**config.mk**
```make
export PLATFORM = sky130hd
export DESIGN_NAME = cii_cursor_ctrl
export DESIGN_NICKNAME = d
export VERILOG_FILES = /design/src/rtl/cii_cursor_ctrl.sv
export SDC_FILE = /design/constraint.sdc
export NUM_CORES = 1
export LEC_CHECK = 0
export BUFFER_PORTS_ARGS = -buffer_cell sky130_fd_sc_hd__buf_2
export CAP_MARGIN = 20
export CORE_MARGIN = 4
export CORE_UTILIZATION = 35
export CTS_BUF_LIST = sky130_fd_sc_hd__clkbuf_8 sky130_fd_sc_hd__clkbuf_16
export DETAILED_ROUTE_END_ITERATION = 10
export MAX_ROUTING_LAYER = met4
export PLACE_DENSITY = 0.54
export SLEW_MARGIN = 5
export SYNTH_ARGS = -nofsm -noshare
export SYNTH_HDL_FRONTEND = slang
export SYNTH_SLANG_ARGS = --single-unit
```
**constraint.sdc**
```tcl
create_clock -name clk -period 4.8 [get_ports clk]
set_clock_uncertainty 0.05 [all_clocks]
set_input_delay 0.24 -clock clk [delete_from_list [all_inputs] [get_ports clk]]
set_output_delay 0.24 -clock clk [all_outputs]
set_load 0.02 [all_outputs]
```
**src/rtl/cii_cursor_ctrl.sv**
```systemverilog
// Cursor and write-strobe controller for the character table RAM.
// Turns accepted key bytes into single-cycle RAM writes and clears rows/screen.
module cii_cursor_ctrl #(
    parameter int          COLS     = 70,
    parameter int          ROWS     = 30,
    parameter logic [7:0]  CLR_CHAR = 8'h00
) (
    input  logic       clk,
    input  logic       rst,
    input  logic       key_vld,
    input  logic [7:0] key_ascii,
    output logic       key_rdy,
    output logic [6:0] char_x_we,
    output logic [4:0] char_y_we,
    output logic [7:0] ascii_we,
    output logic       we_vld,
    output logic [6:0] cursor_x,
    output logic [4:0] cursor_y,
    output logic       busy
);

    typedef enum logic [2:0] {
        S_INIT,
        S_IDLE,
        S_ADV,
        S_ADV_NONE,
        S_CLR_ROW
    } state_t;

    localparam logic [6:0] LAST_X   = 7'(COLS - 1);
    localparam logic [4:0] LAST_Y   = 5'(ROWS - 1);
    localparam logic [7:0] CLR_END  = 8'(COLS);
    localparam logic [5:0] INIT_END = 6'(ROWS);

    state_t     r_state, w_state_next;
    logic [6:0] r_cx, w_cx_next;
    logic [4:0] r_cy, w_cy_next;
    logic [7:0] r_clr_x, w_clr_x_next;    // one wider than x so COLS marks "row done"
    logic [5:0] r_init_y, w_init_y_next;  // one wider than y so ROWS marks "screen done"
    logic       r_we, w_we_next;
    logic [6:0] r_wx, w_wx_next;
    logic [4:0] r_wy, w_wy_next;
    logic [7:0] r_wd, w_wd_next;

    logic [4:0] w_next_row;
    logic       w_hs;
    logic       w_printable;

    assign w_next_row  = (r_cy == LAST_Y) ? 5'd0 : r_cy + 5'd1;
    assign w_hs        = key_vld && (r_state == S_IDLE);
    assign w_printable = (key_ascii >= 8'h20) && (key_ascii <= 8'h7E);

    always_ff @(posedge clk or posedge rst) begin
        if (rst) begin
            r_state  <= S_INIT;
            r_cx     <= 7'd0;
            r_cy     <= 5'd0;
            r_clr_x  <= 8'd0;
            r_init_y <= 6'd0;
            r_we     <= 1'b0;
            r_wx     <= 7'd0;
            r_wy     <= 5'd0;
            r_wd     <= 8'd0;
        end else begin
            r_state  <= w_state_next;
            r_cx     <= w_cx_next;
            r_cy     <= w_cy_next;
            r_clr_x  <= w_clr_x_next;
            r_init_y <= w_init_y_next;
            r_we     <= w_we_next;
            r_wx     <= w_wx_next;
            r_wy     <= w_wy_next;
            r_wd     <= w_wd_next;
        end
    end

    always_comb begin
        w_state_next  = r_state;
        w_cx_next     = r_cx;
        w_cy_next     = r_cy;
        w_clr_x_next  = r_clr_x;
        w_init_y_next = r_init_y;
        w_we_next     = 1'b0;
        w_wx_next     = r_wx;
        w_wy_next     = r_wy;
        w_wd_next     = r_wd;
        case (r_state)
            S_INIT: begin
                if (r_init_y == INIT_END) begin
                    w_state_next = S_IDLE;
                end else begin
                    w_we_next = 1'b1;
                    w_wx_next = r_clr_x[6:0];
                    w_wy_next = r_init_y[4:0];
                    w_wd_next = CLR_CHAR;
                    if (r_clr_x[6:0] == LAST_X) begin
                        w_clr_x_next  = 8'd0;
                        w_init_y_next = r_init_y + 6'd1;
                    end else begin
                        w_clr_x_next = r_clr_x + 8'd1;
                    end
                end
            end
            S_IDLE: begin
                if (w_hs) begin
                    if (w_printable) begin
                        w_we_next    = 1'b1;
                        w_wx_next    = r_cx;
                        w_wy_next    = r_cy;
                        w_wd_next    = key_ascii;
                        w_state_next = S_ADV;
                    end else if (key_ascii == 8'h0A || key_ascii == 8'h0D) begin
                        w_cx_next    = 7'd0;
                        w_cy_next    = w_next_row;
                        w_clr_x_next = 8'd0;
                        w_state_next = S_CLR_ROW;
                    end else begin
                        w_state_next = S_ADV_NONE;
                        if (key_ascii == 8'h08) begin
                            // Backspace erases the cell it moves onto; no-op at home.
                            if (r_cx != 7'd0) begin
                                w_cx_next = r_cx - 7'd1;
                                w_we_next = 1'b1;
                                w_wx_next = r_cx - 7'd1;
                                w_wy_next = r_cy;
                                w_wd_next = CLR_CHAR;
                            end else if (r_cy != 5'd0) begin
                                w_cx_next = LAST_X;
                                w_cy_next = r_cy - 5'd1;
                                w_we_next = 1'b1;
                                w_wx_next = LAST_X;
                                w_wy_next = r_cy - 5'd1;
                                w_wd_next = CLR_CHAR;
                            end
                        end
                    end
                end
            end
            S_ADV: begin
                if (r_cx != LAST_X) begin
                    w_cx_next    = r_cx + 7'd1;
                    w_state_next = S_IDLE;
                end else begin
                    w_cx_next    = 7'd0;
                    w_cy_next    = w_next_row;
                    w_clr_x_next = 8'd0;
                    w_state_next = S_CLR_ROW;
                end
            end
            S_ADV_NONE: begin
                w_state_next = S_IDLE;
            end
            S_CLR_ROW: begin
                if (r_clr_x == CLR_END) begin
                    w_state_next = S_IDLE;
                end else begin
                    w_we_next    = 1'b1;
                    w_wx_next    = r_clr_x[6:0];
                    w_wy_next    = r_cy;
                    w_wd_next    = CLR_CHAR;
                    w_clr_x_next = r_clr_x + 8'd1;
                end
            end
            default: begin
                w_state_next = S_INIT;
            end
        endcase
    end

    assign key_rdy   = (r_state == S_IDLE);
    assign busy      = (r_state == S_INIT) || (r_state == S_CLR_ROW);
    assign we_vld    = r_we;
    assign char_x_we = r_wx;
    assign char_y_we = r_wy;
    assign ascii_we  = r_wd;
    assign cursor_x  = r_cx;
    assign cursor_y  = r_cy;

endmodule

```
Word-level counts from Yosys, hierarchy flattened. Index checks and enable logic that the tools add are counted.

Word-level logic and storage cells: 125. Bits in read-only memories: 0. Bits in registers: 50. Bits in writable memories: 0. Memories kept: 0. Input port bits: 11. Output and inout bits: 35. Bits in latches: 0.

Reductions and logical operators: 16. Eq/ne operators: 27. Shift operators: 0. Div/mod/pow operators: 0. Magnitude comparators: 2. Add/subtract/negate cells: 6. Multiply operators: 0. Bitwise logic cells: 1. Muxes and demuxes: 64.

Operators with widths (count): $mux 8 (15); $mux 7 (12); $mux 5 (15); $pmux 8 s4 (1); $eq 8x4->1 const B (3); $pmux 8 s3 (1); $pmux 7 s3 (1); $reduce_and 7->1 (3); $mux 3 (6); $pmux 3 s5 (1); $pmux 5 s3 (1); $pmux 7 s2 (1); $ne 2x2->1 const B (6); $pmux 5 s2 (1); $ne 3x1->1 const B (3); $add 8x1->8 const B (1); $eq 8x7->1 const B (1); $ge 8x6->1 const B (1); $le 8x7->1 const B (1); $mux 1 (8); $ne 4x1->1 const B (2); $add 7x1->7 const B (1); $eq 7x7->1 const B (1); $ne 7x7->1 const B (1); other kinds (23) (29).

Longest topological paths before layout.
Depth after elaboration: 8. Depth in mapped cells: 11.

Least setup slack after synthesis. Ideal clock, no wire load.

Kind: register to register. Start point: register r_cy[0], in the netlist cursor_y[0]. End point: register r_wd[0], in the netlist ascii_we[0]. Stages on the path, launching flop included: 12. Required time: 4.623 ns. Setup time: 0.127 ns. Setup slack: 2.247 ns. Arrival time: 2.375 ns. Period minus slack after synthesis: 2.553 ns. Cell sequence: dfrtp_1 clkbuf_1 inv_1 ha_1 or4b_1 nor3_1 or2_2 a311o_2 buf_6 buf_6 nand2_1 o21ai_0.

Cells in the longest elaborated chain, start to end: 3.

RTL lines: start, declared (line 37) `logic [4:0] r_cy, w_cy_next;`; start signal, assigned (line 67) `r_cy <= w_cy_next;`; $reduce_bool 5->1 (line 127) `end else if (r_cy != 5'd0) begin`; $ne 4x1->1 (no source line); $reduce_and 7->1 (no source line); end signal, assigned (line 73) `r_wd <= w_wd_next;`; end, declared (line 43) `logic [7:0] r_wd, w_wd_next;`.

No other way between the ends. A chain may end at the register's enable or synchronous reset.

Final worst setup path.
Start point: register r_cy[0], in the netlist cursor_y[0]. End point: register r_wy[3], in the netlist char_y_we[3].

Cells in the longest elaborated chain, start to end: 8. Elaborated cells on any way between the ends: 11.

RTL lines: $sub 5x1->5 (line 132) `w_wy_next = r_cy - 5'd1;`; $mux 5 (line 127); $mux 5 (line 121) `if (r_cx != 7'd0) begin`; $mux 5 (line 119) `if (key_ascii == 8'h08) begin`; $mux 5 (line 112) `end else if (key_ascii == 8'h0A || key_ascii == 8'h0D) begin`; $mux 5 (line 106) `if (w_printable) begin`; $mux 5 (line 105) `if (w_hs) begin`; $pmux 5 s3 (line 87) `case (r_state)`; end signal, assigned (line 72) `r_wy <= w_wy_next;`; end, declared (line 42) `logic [4:0] r_wy, w_wy_next;`.

Parallel ways exist; a longest one is shown, timed or not. The select of a mux whose other input is x is not followed.

==> flow_summary.yaml <==
power_and_ir_drop:
  peakVddDrop_v: 0.0000993
  leakage_uw: 0.00155
  power-per-cell-area_nw_per_um2: 194
detailed_routing:
  vias_per_cell: 5.47
  wl_um: 8220
  ant_nets: 0
  vias: 2831
  drtIter0Drc: 115
  drt_pass1_iterations: 4
  drc: 0
  routedWlPerCell_um: 15.9
synthesis:
  post-synth-top-area-fraction: 0.390
  yosys_most_used_dff: "dfrtp_1"
  synth_seq_cells: 50
  yosys.area.top_type: "dfrtp_1"
  ys_top_cells_by_area: "dfrtp_1 (39%), o21ai_0 (6.9%), nand2_1 (5.1%)"
  syn_area_per_cell_sq_um: 8.51
  synth_cell_types: 65
  syn-instance-count: 377
  yosysSeqAreaShare: 0.390
  yosys_warnings: 0
  ys_async_sr_fraction: 1.00
  synth_nets: 399
  synth_edf_count: 0
  netlist_area_sq_um: 3210
timing:
  tightest_slew_ns: 0.880
  hold_viol: 0
  min_period_ns: 2.97
  rsz0062_at_grt: "false"
  setup_tns_ns: 0
  slew_violations: 0
  period_share: 0.618
  finalSetupViolations: 0
  relSlewSlack: 0.412
  clock.fmax_mhz: 337
clocking:
  cts.sinks: 50
  clk_pin_slew_ns: 0.10
  clkLatencyLatePin_ns: 0.30
  cts_resized: 0
  htree_levels: 2
  cts_buffers: 5
  clk_path_buf_depth: 2
  cts_root_buf: "clkbuf_8"
  cts_tree: "built"
place:
  routabilityCongestion: 0.919
  dp_hpwl_um: 6220
  dp.cells: 510
  portBuffers: 45
global_routing:
  grtUsageMet3: 0.0261
  grt_busiest_layer: "met1"
  globalRoute.totalOverflow: 0
  use_met1: 0.231
  grt_pass1_wl_um: 13700
  grt_max_degree: 34
  track_usage: 0.157
  grt_pass1_vias: 2622
  grt_use_met2: 0.224
  antenna_found_initial: 0
die:
  coreArea_sq_um: 8810
  dieArea_sq_um: 10800
  die_x_um: 104
  ios: 46
  rows: 34
  initial_core_util: 0.364
  die_h_um: 104
min_path:
  whs_path_depth: 3
  hp-class: "input pin to register"
  min_from: "key_vld"
  whs_endpoint: "r_state[1]$_DFFE_PP0P_"
cells_and_area:
  nNetsFinal: 432
  drive_gt1_frac: 0.178
  area_delta_synth_final_pct: 11.3
  finalNonFillerCells: 518
  diodes: 0
  num-fill-cells: 888
worst_setup_path:
  worstReg2RegStart: "cursor_y[0]$_DFFE_PP0P_"
  reg2reg_depth: 9
  cp_data_arrival_time_ns: 3.10
  r2r_slack_ns: 1.83
  crit_required_ns: 4.93
  cp-end-kind: "register"
  critPathMaxFanout: 30
  reg2reg_to: "char_y_we[3]$_DFFE_PP0P_"
  path_class: "register to register"
  start_kind: "register"
run:
  drv_cap: 0
status:
  status: "completed"
## state kept, by name (all words and copies together) (netlist names)
register and cells:
cursor_y 5, char_x_we 7, r_init_y 6, cursor_x 7, we_vld 1, r_state 3
r_clr_x 8, ascii_we 8, char_y_we 5
## critical path, stage by stage (launching register included)
cell,delay [ns]
dfrtp_1,0.52
inv_1,0.15
ha_1,0.27
or4b_1,0.52
nor3_1,0.21
or2_2,0.15
a311o_2,0.50
inv_1,0.27
nor2_1,0.16
a31oi_1,0.05
## power breakdown
part	leakage, uW	internal [uW]	switching, uW
clock network	0.0000362	99.9	143
logic	0.000867	9.76	20.3
registers	0.000643	421	0
## cell usage in the layout, fill, tap and decap left out, types with 5 or more instances in the layout
cell type / n
nand2_1: 44
buf_2: 45
nor3_1: 9
and3_1: 7
xnor2_1: 7
ha_1: 11
o21ai_0: 44
nand4_1: 7
inv_1: 12
clkbuf_8: 5
a31oi_1: 11
nand3_1: 11
a21oi_1: 19
dfrtp_1: 50
o31ai_1: 7
nor2b_1: 5
nor2_1: 35
nand2b_1: 5
## worst max-delay path by stage
stage | to | from | slack, ns
6_report | char_y_we[3]$_DFFE_PP0P_ | cursor_y[0]$_DFFE_PP0P_ | 1.83
5_1_grt | char_y_we[3]$_DFFE_PP0P_ | cursor_y[0]$_DFFE_PP0P_ | 1.49
4_1_cts | char_y_we[3]$_DFFE_PP0P_ | cursor_y[0]$_DFFE_PP0P_ | 1.82
3_5_place_dp | char_y_we[3]$_DFFE_PP0P_ | cursor_y[0]$_DFFE_PP0P_ | 1.84
3_3_place_gp | char_y_we[3]$_DFFE_PP0P_ | cursor_y[0]$_DFFE_PP0P_ | 1.95
2_1_floorplan | ascii_we[0]$_DFFE_PP0P_ | cursor_y[0]$_DFFE_PP0P_ | 2.25
## kinds of logic after synthesis
group | synth area share
simple gates | 0.238
buf+inv | 0.0530
compound gates | 0.246
flops | 0.390
mux | 0.00624
fa+ha+maj | 0.0429
xor+xnor | 0.0246
## cell type report
class	count	area [sq um]	share of cell area
Clock buffer	5	68.8	0.0193
Clock inverter	2	15.0	0.00420
Inverter	14	52.6	0.0147
Multi-Input combinational cell	291	1790	0.500
Sequential cell	50	1250	0.350
Tap cell	108	135	0.0378
Timing Repair Buffer	48	263	0.0735
## synth_stat cells (all sizes together) (4+ instances only)
master and count:
nor3b 5, nand3 11, a31oi 11, nor3 9, or2 4, ha 11
and2 5, buf 14, inv 14, o22ai 5, xnor2 7, nand2b 5
a21oi 20, nor2b 5, nor2 36, a211oi 4, o21ai 45, nand2 44
clkbuf 8, and3 7, o31ai 10, dfrtp 50, nand4 7
## metal layers
metal	share of wire	wire length, um	vias to the layer above
li1	-	-	1423
met1	0.51	4170	1316
met2	0.42	3480	79
met3	0.054	447	13
met4	0.015	127	0
met5	0	0	-
## what timing repair did
item,CTS,global route
buffers inserted,0,0
endpoints found under the setup margin,0,0
hold buffers,1,0
hold endpoints to repair,17,0
## metrics by stage
stage          setup slack [ns]  total power, uW  cell area, sq um   util  hold slack [ns]
2_1_floorplan              2.25              445              3210      -            0.326
5_1_grt                    1.49              728              3570  0.406            0.162
6_report                   1.83              694              3570  0.406            0.153
4_1_cts                    1.82              708              3570  0.406            0.144
3_3_place_gp               1.95              457              3460  0.393            0.408
3_5_place_dp               1.84              459              3480  0.395            0.208
Note: power is estimated with default switching activity, not from simulation.
